### src/rtl/matrix_multiply_sequencer_if.sv
// Bus bundle between the matmul sequencer and its neighbours: instruction
// decoder, weight FIFO, MMU control, unified buffer read port and
// accumulator write port. With MMU_SEQ_PERF_EN defined the bundle also
// carries the two performance counters.
interface matrix_multiply_sequencer_if #(
  parameter int BUFFER_ADDR_WIDTH = 24,
  parameter int ACC_ADDR_WIDTH    = 16,
  parameter int LENGTH_WIDTH      = 32
);
  // Instruction handshake
  logic                         instr_valid;
  logic                         instr_ready;
  logic [BUFFER_ADDR_WIDTH-1:0] instr_buffer_addr;
  logic [ACC_ADDR_WIDTH-1:0]    instr_acc_addr;
  logic [LENGTH_WIDTH-1:0]      instr_length;
  logic                         instr_signed;
  logic                         instr_accumulate;
  logic                         instr_reuse_weights;
  // Weight FIFO
  logic                         weight_valid;
  logic                         weight_ready;
  // MMU control
  logic                         load_weight;
  logic [7:0]                   weight_addr;
  logic                         activate_weight;
  logic                         mmu_enable;
  logic                         systolic_signed;
  // Unified buffer read port
  logic                         buffer_read_en;
  logic [BUFFER_ADDR_WIDTH-1:0] buffer_read_addr;
  // Accumulator write port
  logic                         acc_write_en;
  logic [ACC_ADDR_WIDTH-1:0]    acc_addr;
  logic                         acc_accumulate;
  // Status
  logic                         busy;
  logic                         done;
`ifdef MMU_SEQ_PERF_EN
  logic [31:0]                  perf_busy_cycles;
  logic [31:0]                  perf_stall_cycles;
`endif

  // Environment side: decoder, weight FIFO, MMU, buffers.
  modport master (
    output instr_valid, instr_buffer_addr, instr_acc_addr, instr_length,
           instr_signed, instr_accumulate, instr_reuse_weights, weight_valid,
    input  instr_ready, weight_ready, load_weight, weight_addr, activate_weight,
           mmu_enable, systolic_signed, buffer_read_en, buffer_read_addr,
           acc_write_en, acc_addr, acc_accumulate, busy, done
`ifdef MMU_SEQ_PERF_EN
    , input perf_busy_cycles, perf_stall_cycles
`endif
  );

  // Sequencer side.
  modport slave (
    input  instr_valid, instr_buffer_addr, instr_acc_addr, instr_length,
           instr_signed, instr_accumulate, instr_reuse_weights, weight_valid,
    output instr_ready, weight_ready, load_weight, weight_addr, activate_weight,
           mmu_enable, systolic_signed, buffer_read_en, buffer_read_addr,
           acc_write_en, acc_addr, acc_accumulate, busy, done
`ifdef MMU_SEQ_PERF_EN
    , output perf_busy_cycles, perf_stall_cycles
`endif
  );
endinterface

### src/rtl/matrix_multiply_sequencer.sv
// Per-instruction controller for the matrix multiply unit. One accepted
// instruction runs weight preload, weight activation, row streaming from the
// unified buffer, and finally tagged accumulator writes that emerge from a
// RESULT_LATENCY-deep delay line matching the MMU pipeline.
// Optional: define MMU_SEQ_PERF_EN to add saturating busy/stall counters.
module matrix_multiply_sequencer #(
  parameter int MATRIX_WIDTH      = 14,
  parameter int BUFFER_ADDR_WIDTH = 24,
  parameter int ACC_ADDR_WIDTH    = 16,
  parameter int LENGTH_WIDTH      = 32,
  parameter int RESULT_LATENCY    = 2*MATRIX_WIDTH+2
) (
  input logic                        clk,
  input logic                        rst,
  matrix_multiply_sequencer_if.slave bus
);

  typedef enum logic [1:0] {IDLE, LOAD_W, COMPUTE, DRAIN} state_t;

  typedef struct packed {
    logic                      valid;
    logic [ACC_ADDR_WIDTH-1:0] addr;
    logic                      accumulate;
  } tag_t;

  localparam logic [7:0] LAST_ROW = 8'(MATRIX_WIDTH - 1);

  state_t                       state_q, state_d;
  logic [7:0]                   k_q;
  logic [LENGTH_WIDTH-1:0]      r_q;
  logic [LENGTH_WIDTH-1:0]      len_q;
  logic [BUFFER_ADDR_WIDTH-1:0] buf_base_q;
  logic [ACC_ADDR_WIDTH-1:0]    acc_base_q;
  logic                         signed_q;
  logic                         accum_q;
  logic                         loaded_q;
  logic                         first_q;

  tag_t                         line_q [RESULT_LATENCY];
  tag_t                         push_tag;
  logic                         line_busy;

  logic accept;
  logic weight_hs;
  logic read_en;

  assign accept    = (state_q == IDLE) && bus.instr_valid;
  assign weight_hs = (state_q == LOAD_W) && bus.weight_valid;
  assign read_en   = (state_q == COMPUTE);

  // Any result still in flight through the MMU pipeline keeps DRAIN alive.
  always_comb begin
    line_busy = 1'b0;
    for (int i = 0; i < RESULT_LATENCY; i++) line_busy |= line_q[i].valid;
  end

  // Next-state and all sequencer outputs, decoded from the current state.
  always_comb begin
    // NOTE: every output gets a default first so no path leaves one unassigned,
    // which would otherwise infer a latch.
    state_d              = state_q;
    bus.instr_ready      = 1'b0;
    bus.weight_ready     = 1'b0;
    bus.load_weight      = 1'b0;
    bus.weight_addr      = '0;
    bus.activate_weight  = 1'b0;
    bus.mmu_enable       = 1'b0;
    bus.systolic_signed  = 1'b0;
    bus.buffer_read_en   = 1'b0;
    bus.buffer_read_addr = '0;
    bus.done             = 1'b0;
    unique case (state_q)
      IDLE: begin
        bus.instr_ready = 1'b1;
        if (bus.instr_valid) begin
          if (!bus.instr_reuse_weights)   state_d = LOAD_W;
          else if (bus.instr_length == '0) state_d = DRAIN;
          else                             state_d = COMPUTE;
        end
      end
      LOAD_W: begin
        bus.weight_ready = 1'b1;
        bus.load_weight  = bus.weight_valid;
        bus.weight_addr  = k_q;
        if (bus.weight_valid && k_q == LAST_ROW)
          state_d = (len_q == '0) ? DRAIN : COMPUTE;
      end
      COMPUTE: begin
        bus.mmu_enable       = 1'b1;
        bus.systolic_signed  = signed_q;
        bus.activate_weight  = first_q && loaded_q;
        bus.buffer_read_en   = 1'b1;
        bus.buffer_read_addr = buf_base_q + BUFFER_ADDR_WIDTH'(r_q);
        if (r_q == len_q - LENGTH_WIDTH'(1)) state_d = DRAIN;
      end
      DRAIN: begin
        bus.mmu_enable = 1'b1;
        if (!line_busy) begin
          bus.done = 1'b1;
          state_d  = IDLE;
        end
      end
      default: state_d = IDLE;
    endcase
  end

  assign bus.busy = (state_q != IDLE);

  // State register, instruction latch and the weight-row / systolic-row counters.
  always_ff @(posedge clk or negedge rst) begin
    if (!rst) begin
      state_q    <= IDLE;
      k_q        <= '0;
      r_q        <= '0;
      len_q      <= '0;
      buf_base_q <= '0;
      acc_base_q <= '0;
      signed_q   <= 1'b0;
      accum_q    <= 1'b0;
      loaded_q   <= 1'b0;
      first_q    <= 1'b0;
    end else begin
      // NOTE: non-blocking assignments so every flop samples pre-edge values.
      state_q <= state_d;
      if (accept) begin
        len_q      <= bus.instr_length;
        buf_base_q <= bus.instr_buffer_addr;
        acc_base_q <= bus.instr_acc_addr;
        signed_q   <= bus.instr_signed;
        accum_q    <= bus.instr_accumulate;
        loaded_q   <= !bus.instr_reuse_weights;
        first_q    <= 1'b1;
        k_q        <= '0;
        r_q        <= '0;
      end
      if (weight_hs) k_q <= (k_q == LAST_ROW) ? '0 : k_q + 8'd1;
      if (read_en) begin
        r_q     <= r_q + LENGTH_WIDTH'(1);
        first_q <= 1'b0;
      end
    end
  end

  // Tag pushed with each buffer read; bubbles carry an all-zero tag.
  always_comb begin
    push_tag            = '0;
    push_tag.valid      = read_en;
    push_tag.addr       = read_en ? acc_base_q + ACC_ADDR_WIDTH'(r_q) : '0;
    push_tag.accumulate = read_en && accum_q;
  end

  // Delay line aligning each read's tag with its result leaving the MMU.
  always_ff @(posedge clk or negedge rst) begin
    if (!rst) begin
      // NOTE: this storage is reset on purpose: a stale valid bit would fire a
      // spurious accumulator write after an aborted instruction.
      for (int i = 0; i < RESULT_LATENCY; i++) line_q[i] <= '0;
    end else begin
      line_q[0] <= push_tag;
      for (int i = 1; i < RESULT_LATENCY; i++) line_q[i] <= line_q[i-1];
    end
  end

  assign bus.acc_write_en   = line_q[RESULT_LATENCY-1].valid;
  assign bus.acc_addr       = line_q[RESULT_LATENCY-1].addr;
  assign bus.acc_accumulate = line_q[RESULT_LATENCY-1].accumulate;

`ifdef MMU_SEQ_PERF_EN
  logic [31:0] perf_busy_q;
  logic [31:0] perf_stall_q;

  // Saturating counters of busy cycles and of weight-FIFO starvation cycles.
  always_ff @(posedge clk or negedge rst) begin
    if (!rst) begin
      perf_busy_q  <= '0;
      perf_stall_q <= '0;
    end else begin
      if (state_q != IDLE && perf_busy_q != '1) perf_busy_q <= perf_busy_q + 32'd1;
      if (state_q == LOAD_W && !bus.weight_valid && perf_stall_q != '1)
        perf_stall_q <= perf_stall_q + 32'd1;
    end
  end

  assign bus.perf_busy_cycles  = perf_busy_q;
  assign bus.perf_stall_cycles = perf_stall_q;
`endif

endmodule

### src/flat_wrapper.sv
// flat-port wrapper written by rule: the top's interface ports become plain ports
module matrix_multiply_sequencer_flat 
#(
  parameter int MATRIX_WIDTH      = 14,
  parameter int BUFFER_ADDR_WIDTH = 24,
  parameter int ACC_ADDR_WIDTH    = 16,
  parameter int LENGTH_WIDTH      = 32,
  parameter int RESULT_LATENCY    = 2*MATRIX_WIDTH+2
)
  (clk, rst, bus_instr_valid, bus_instr_buffer_addr, bus_instr_acc_addr, bus_instr_length, bus_instr_signed, bus_instr_accumulate, bus_instr_reuse_weights, bus_weight_valid, bus_instr_ready, bus_weight_ready, bus_load_weight, bus_weight_addr, bus_activate_weight, bus_mmu_enable, bus_systolic_signed, bus_buffer_read_en, bus_buffer_read_addr, bus_acc_write_en, bus_acc_addr, bus_acc_accumulate, bus_busy, bus_done);
  matrix_multiply_sequencer_if #(.BUFFER_ADDR_WIDTH(BUFFER_ADDR_WIDTH), .ACC_ADDR_WIDTH(ACC_ADDR_WIDTH), .LENGTH_WIDTH(LENGTH_WIDTH)) bus_i ();
  input logic clk;
  input logic rst;
  input wire logic [$bits(bus_i.instr_valid)-1:0] bus_instr_valid;
  input wire logic [$bits(bus_i.instr_buffer_addr)-1:0] bus_instr_buffer_addr;
  input wire logic [$bits(bus_i.instr_acc_addr)-1:0] bus_instr_acc_addr;
  input wire logic [$bits(bus_i.instr_length)-1:0] bus_instr_length;
  input wire logic [$bits(bus_i.instr_signed)-1:0] bus_instr_signed;
  input wire logic [$bits(bus_i.instr_accumulate)-1:0] bus_instr_accumulate;
  input wire logic [$bits(bus_i.instr_reuse_weights)-1:0] bus_instr_reuse_weights;
  input wire logic [$bits(bus_i.weight_valid)-1:0] bus_weight_valid;
  output wire logic [$bits(bus_i.instr_ready)-1:0] bus_instr_ready;
  output wire logic [$bits(bus_i.weight_ready)-1:0] bus_weight_ready;
  output wire logic [$bits(bus_i.load_weight)-1:0] bus_load_weight;
  output wire logic [$bits(bus_i.weight_addr)-1:0] bus_weight_addr;
  output wire logic [$bits(bus_i.activate_weight)-1:0] bus_activate_weight;
  output wire logic [$bits(bus_i.mmu_enable)-1:0] bus_mmu_enable;
  output wire logic [$bits(bus_i.systolic_signed)-1:0] bus_systolic_signed;
  output wire logic [$bits(bus_i.buffer_read_en)-1:0] bus_buffer_read_en;
  output wire logic [$bits(bus_i.buffer_read_addr)-1:0] bus_buffer_read_addr;
  output wire logic [$bits(bus_i.acc_write_en)-1:0] bus_acc_write_en;
  output wire logic [$bits(bus_i.acc_addr)-1:0] bus_acc_addr;
  output wire logic [$bits(bus_i.acc_accumulate)-1:0] bus_acc_accumulate;
  output wire logic [$bits(bus_i.busy)-1:0] bus_busy;
  output wire logic [$bits(bus_i.done)-1:0] bus_done;
  assign bus_i.instr_valid = bus_instr_valid;
  assign bus_i.instr_buffer_addr = bus_instr_buffer_addr;
  assign bus_i.instr_acc_addr = bus_instr_acc_addr;
  assign bus_i.instr_length = bus_instr_length;
  assign bus_i.instr_signed = bus_instr_signed;
  assign bus_i.instr_accumulate = bus_instr_accumulate;
  assign bus_i.instr_reuse_weights = bus_instr_reuse_weights;
  assign bus_i.weight_valid = bus_weight_valid;
  assign bus_instr_ready = bus_i.instr_ready;
  assign bus_weight_ready = bus_i.weight_ready;
  assign bus_load_weight = bus_i.load_weight;
  assign bus_weight_addr = bus_i.weight_addr;
  assign bus_activate_weight = bus_i.activate_weight;
  assign bus_mmu_enable = bus_i.mmu_enable;
  assign bus_systolic_signed = bus_i.systolic_signed;
  assign bus_buffer_read_en = bus_i.buffer_read_en;
  assign bus_buffer_read_addr = bus_i.buffer_read_addr;
  assign bus_acc_write_en = bus_i.acc_write_en;
  assign bus_acc_addr = bus_i.acc_addr;
  assign bus_acc_accumulate = bus_i.acc_accumulate;
  assign bus_busy = bus_i.busy;
  assign bus_done = bus_i.done;
  matrix_multiply_sequencer #(.MATRIX_WIDTH(MATRIX_WIDTH), .BUFFER_ADDR_WIDTH(BUFFER_ADDR_WIDTH), .ACC_ADDR_WIDTH(ACC_ADDR_WIDTH), .LENGTH_WIDTH(LENGTH_WIDTH), .RESULT_LATENCY(RESULT_LATENCY)) u_core (.clk(clk), .rst(rst), .bus(bus_i));
endmodule
### config.mk
export PLATFORM = sky130hd
export DESIGN_NAME = matrix_multiply_sequencer_flat
export DESIGN_NICKNAME = d
export VERILOG_FILES = /design/src/rtl/matrix_multiply_sequencer_if.sv /design/src/rtl/matrix_multiply_sequencer.sv /design/src/flat_wrapper.sv
export SDC_FILE = /design/constraint.sdc
export NUM_CORES = 1
export LEC_CHECK = 0
export CAP_MARGIN = 0
export CORE_MARGIN = 8
export CORE_UTILIZATION = 45
export DETAILED_ROUTE_END_ITERATION = 10
export PLACE_DENSITY = 0.71
export SLEW_MARGIN = 10
export SYNTH_ARGS = -nofsm -noshare
export SYNTH_HDL_FRONTEND = slang
export SYNTH_SLANG_ARGS = --single-unit
### constraint.sdc
create_clock -name clk -period 7.07 [get_ports clk]
set_clock_uncertainty 0.2 [all_clocks]
set_input_delay 1.0605 -clock clk [delete_from_list [all_inputs] [get_ports clk]]
set_output_delay 1.0605 -clock clk [all_outputs]
set_load 0.02 [all_outputs]
==> reports/metrics.cfg <==
[routing]
drt_first_iter_violations = 604
drc = 0
drt_pass1_iterations = 5
via_per_inst = 5.07
via_count = 11503
wl_per_cell_um = 18.6
ant_nets = 0
wl_um = 42100

[grt]
grt_overflow = 0
grt_max_degree = 178
antenna_found_initial = 1
grt_use_total = 0.154
grt_first_pass_wirelength_um = 68300
grt_pass1_vias = 12412

[logic_synthesis]
yosys.area_share.xor_xnor = 0.0272
synth_top_area_share = 0.752
synth_common_cells = 658 x dfrtp_1, 73 x nor2_1, 72 x nand2_1
ys_warn_count = 0
synth_edf_count = 0
synth.mux.area_fraction = 0.0466
synth-simple-area-share = 0.0793
ys_ff_latch = 658
postSynthCellCount = 1428
syn-num-nets = 1555
avgSynthCellArea_um2 = 15.3
yosysSeqAreaShare = 0.752
synthDistinctLibCells = 76
ys_async_sr_fraction = 1.00
synth_top_family_by_area = simple AND/OR/NAND/NOR gates
synth_fa_ha_area_frac = 0.0281
ys.flop_type = dfrtp_1
synth_area_um2 = 21900
yosysMostFrequentCell = dfrtp_1
synth_compound_area_frac = 0.0520
synth_top_cell_by_area = dfrtp_1
yosys-top-cells-area = dfrtp_1 75%, mux2_2 3.7%, ha_1 2.6%

[timing]
relSlewSlack = 0.271
final-max-slew-violation-count = 0
period_needed_ns = 6.01
finalSetupViolCount = 0
fmax_ghz = 0.166
grt_setup_unrepaired = false
setup-tns-final_ns = 0
timing.final.hold_violations = 0
worst_pin_slew_ns = 1.09
finalCritPeriodShare = 0.850

[worst_setup_path]
end_kind = output pin
start_kind = flop
path_class = flop to output pin
cp_data_required_time_ns = 5.81
cp.arrival_ns = 4.75
cp_max_fo = 7

[floorplan]
die_w_um = 237
initial_core_util = 0.452
rows = 81
core-area_um2 = 48400
dieArea_um2 = 56000
die_h_um = 237
io_pins = 138

[power_and_ir_drop]
p_per_area_nw_per_um2 = 440
power_leakage_nw = 12.5
vdd_ir_drop_max_v = 0.000226
total_power_w = 0.0115

[final_layout]
drive_above_1_share = 0.127
nNetsFinal = 1724
synthToLayoutAreaGrowth_pct = 19.6
fill_cells = 3857

[flow_run]
maxCapViolations = 0

[clock_tree]
cts_made_buffers = 67
htree_num_levels = 3
ctsResizeCount = 0
root_buffer = clkbuf_16
cts.sinks = 658
cts_tree = built
hold_buffers = 0
clk_path_buf_depth = 3
clk_latency_ns = 0.59
postCtsSetupRepairBufs = 0
cts.clk_slew.worst_paths_ns = 0.06

[placement]
place_hpwl_um = 26100
port_buffers = 137
gp_congestion = 0.860

[status]
outcome = finished, final reports clean

[hold_path]
hold_path_class = flop to flop

==> metrics by stage <==
step	instance area [µm²]	utilization	std cells	setup slack (ns)	hold slack [ns]
2_1_floorplan	21900	-	1428	2.65	0.131
6_report	26200	0.541	2269	1.06	0.132
4_1_cts	26200	0.541	2268	1.03	0.126
3_5_place_dp	23900	0.493	2150	1.70	0.135
5_1_grt	26200	0.541	2269	0.626	0.136
3_3_place_gp	23900	0.493	2150	1.72	0.132
==> power breakdown <==
part / internal, W / switching (W) / leakage (nW)
Combinational: 0.00101 / 0.00120 / 2.69
Sequential: 0.00504 / 0.000670 / 8.70
Clock: 0.00219 / 0.00142 / 1.11
Total: 0.00823 / 0.00329 / 12.5
==> kinds of logic (layout without fill, tap and decap cells) <==
family | after synthesis | count (layout)
buffers and inverters | 65 | 283
xor gates and xnor gates | 68 | 68
AOI/OAI and AO/OA | 172 | 172
and+or+nand+nor | 324 | 324
adders and majority gates | 48 | 48
other | 0 | 1
muxes | 93 | 93
DFF | 658 | 658
==> flip-flops by register name, summed over array words and instances (netlist names) <==
register / flops
u_core.k_q: 8
u_core.bus.acc_addr: 16
u_core.state_q: 2
u_core.acc_base_q: 16
u_core.line_q: 522
u_core.loaded_q: 1
u_core.signed_q: 1
u_core.first_q: 1
u_core.r_q: 32
u_core.len_q: 32
u_core.buf_base_q: 24
u_core.bus.acc_write_en: 1
u_core.accum_q: 1
u_core.bus.acc_accumulate: 1
==> per-layer routing <==
metal | up-vias | share of wire | global-route usage
met5 | - | 0 | 0
li1 | 5262 | - | -
met2 | 254 | 0.50 | 0.259
met1 | 5908 | 0.43 | 0.193
met4 | 0 | 0.026 | 0.0509
met3 | 79 | 0.044 | 0.0378
==> worst max-delay path: stages, from the launching register on <==
cell,delay [ns]
dfrtp_1,0.46
ha_1,0.26
fa_1,0.44
a211oi_1,0.37
o211ai_1,0.20
a41oi_1,0.56
a2111oi_0,0.23
a2111oi_1,0.62
a21oi_1,0.18
xnor2_1,0.16
nor2_1,0.09
clkdlybuf4s50_1,0.61
==> path summary, 6_finish.rpt <==
check	from	endpoint	slack, ns	depth (start not counted)
max	u_core.r_q[0]	bus_buffer_read_addr[22]	1.06	11
min in group asynchronous	rst	u_core.line_q[26]	0.33	1
max reg2reg	u_core.state_q[1]	u_core.r_q[11]	3.43	7
max in group asynchronous	rst	u_core.line_q[372]	4.92	2
min	u_core.line_q[393]	u_core.line_q[375]	0.13	0
min reg2reg	u_core.line_q[393]	u_core.line_q[375]	0.13	0
==> placed cells by master (no fill, tap or decap), types with 4 or more instances in the layout <==
master,n
dfrtp_1,658
clkdlybuf4s50_1,136
nor2_1,73
nand2_1,72
mux2_2,71
clkbuf_16,69
ha_1,46
o21ai_0,45
xor2_1,36
nand3_1,35
xnor2_1,32
a21oi_1,24
and2_1,24
nor4_1,23
and3_1,21
mux2i_1,21
inv_1,18
a21o_1,17
clkbuf_1,15
nor3_1,14
nand4_1,14
clkbuf_8,12
a211oi_1,10
a31oi_1,9
o31ai_1,9
o211ai_1,9
o21ai_1,7
bufinv_16,7
nand2b_1,6
clkinv_2,6
buf_4,6
o21bai_1,5
and4_1,5
o21a_1,5
or3_1,4
nand3b_1,4
or4_4,4
==> layout make-up <==
class                   instances  area (µm²)  share of cell area
flip-flops and latches        658       16500               0.629
multi-input cells             705        5110               0.195
clock buffers                  96        1950              0.0744
repair buffers                146        1480              0.0566
well taps                     622         778              0.0297
clock inverters                22         338              0.0129
inverters                      19        71.3             0.00272
diodes                          1        2.50           0.0000955
No activity file was read; power rests on OpenSTA's default activity.
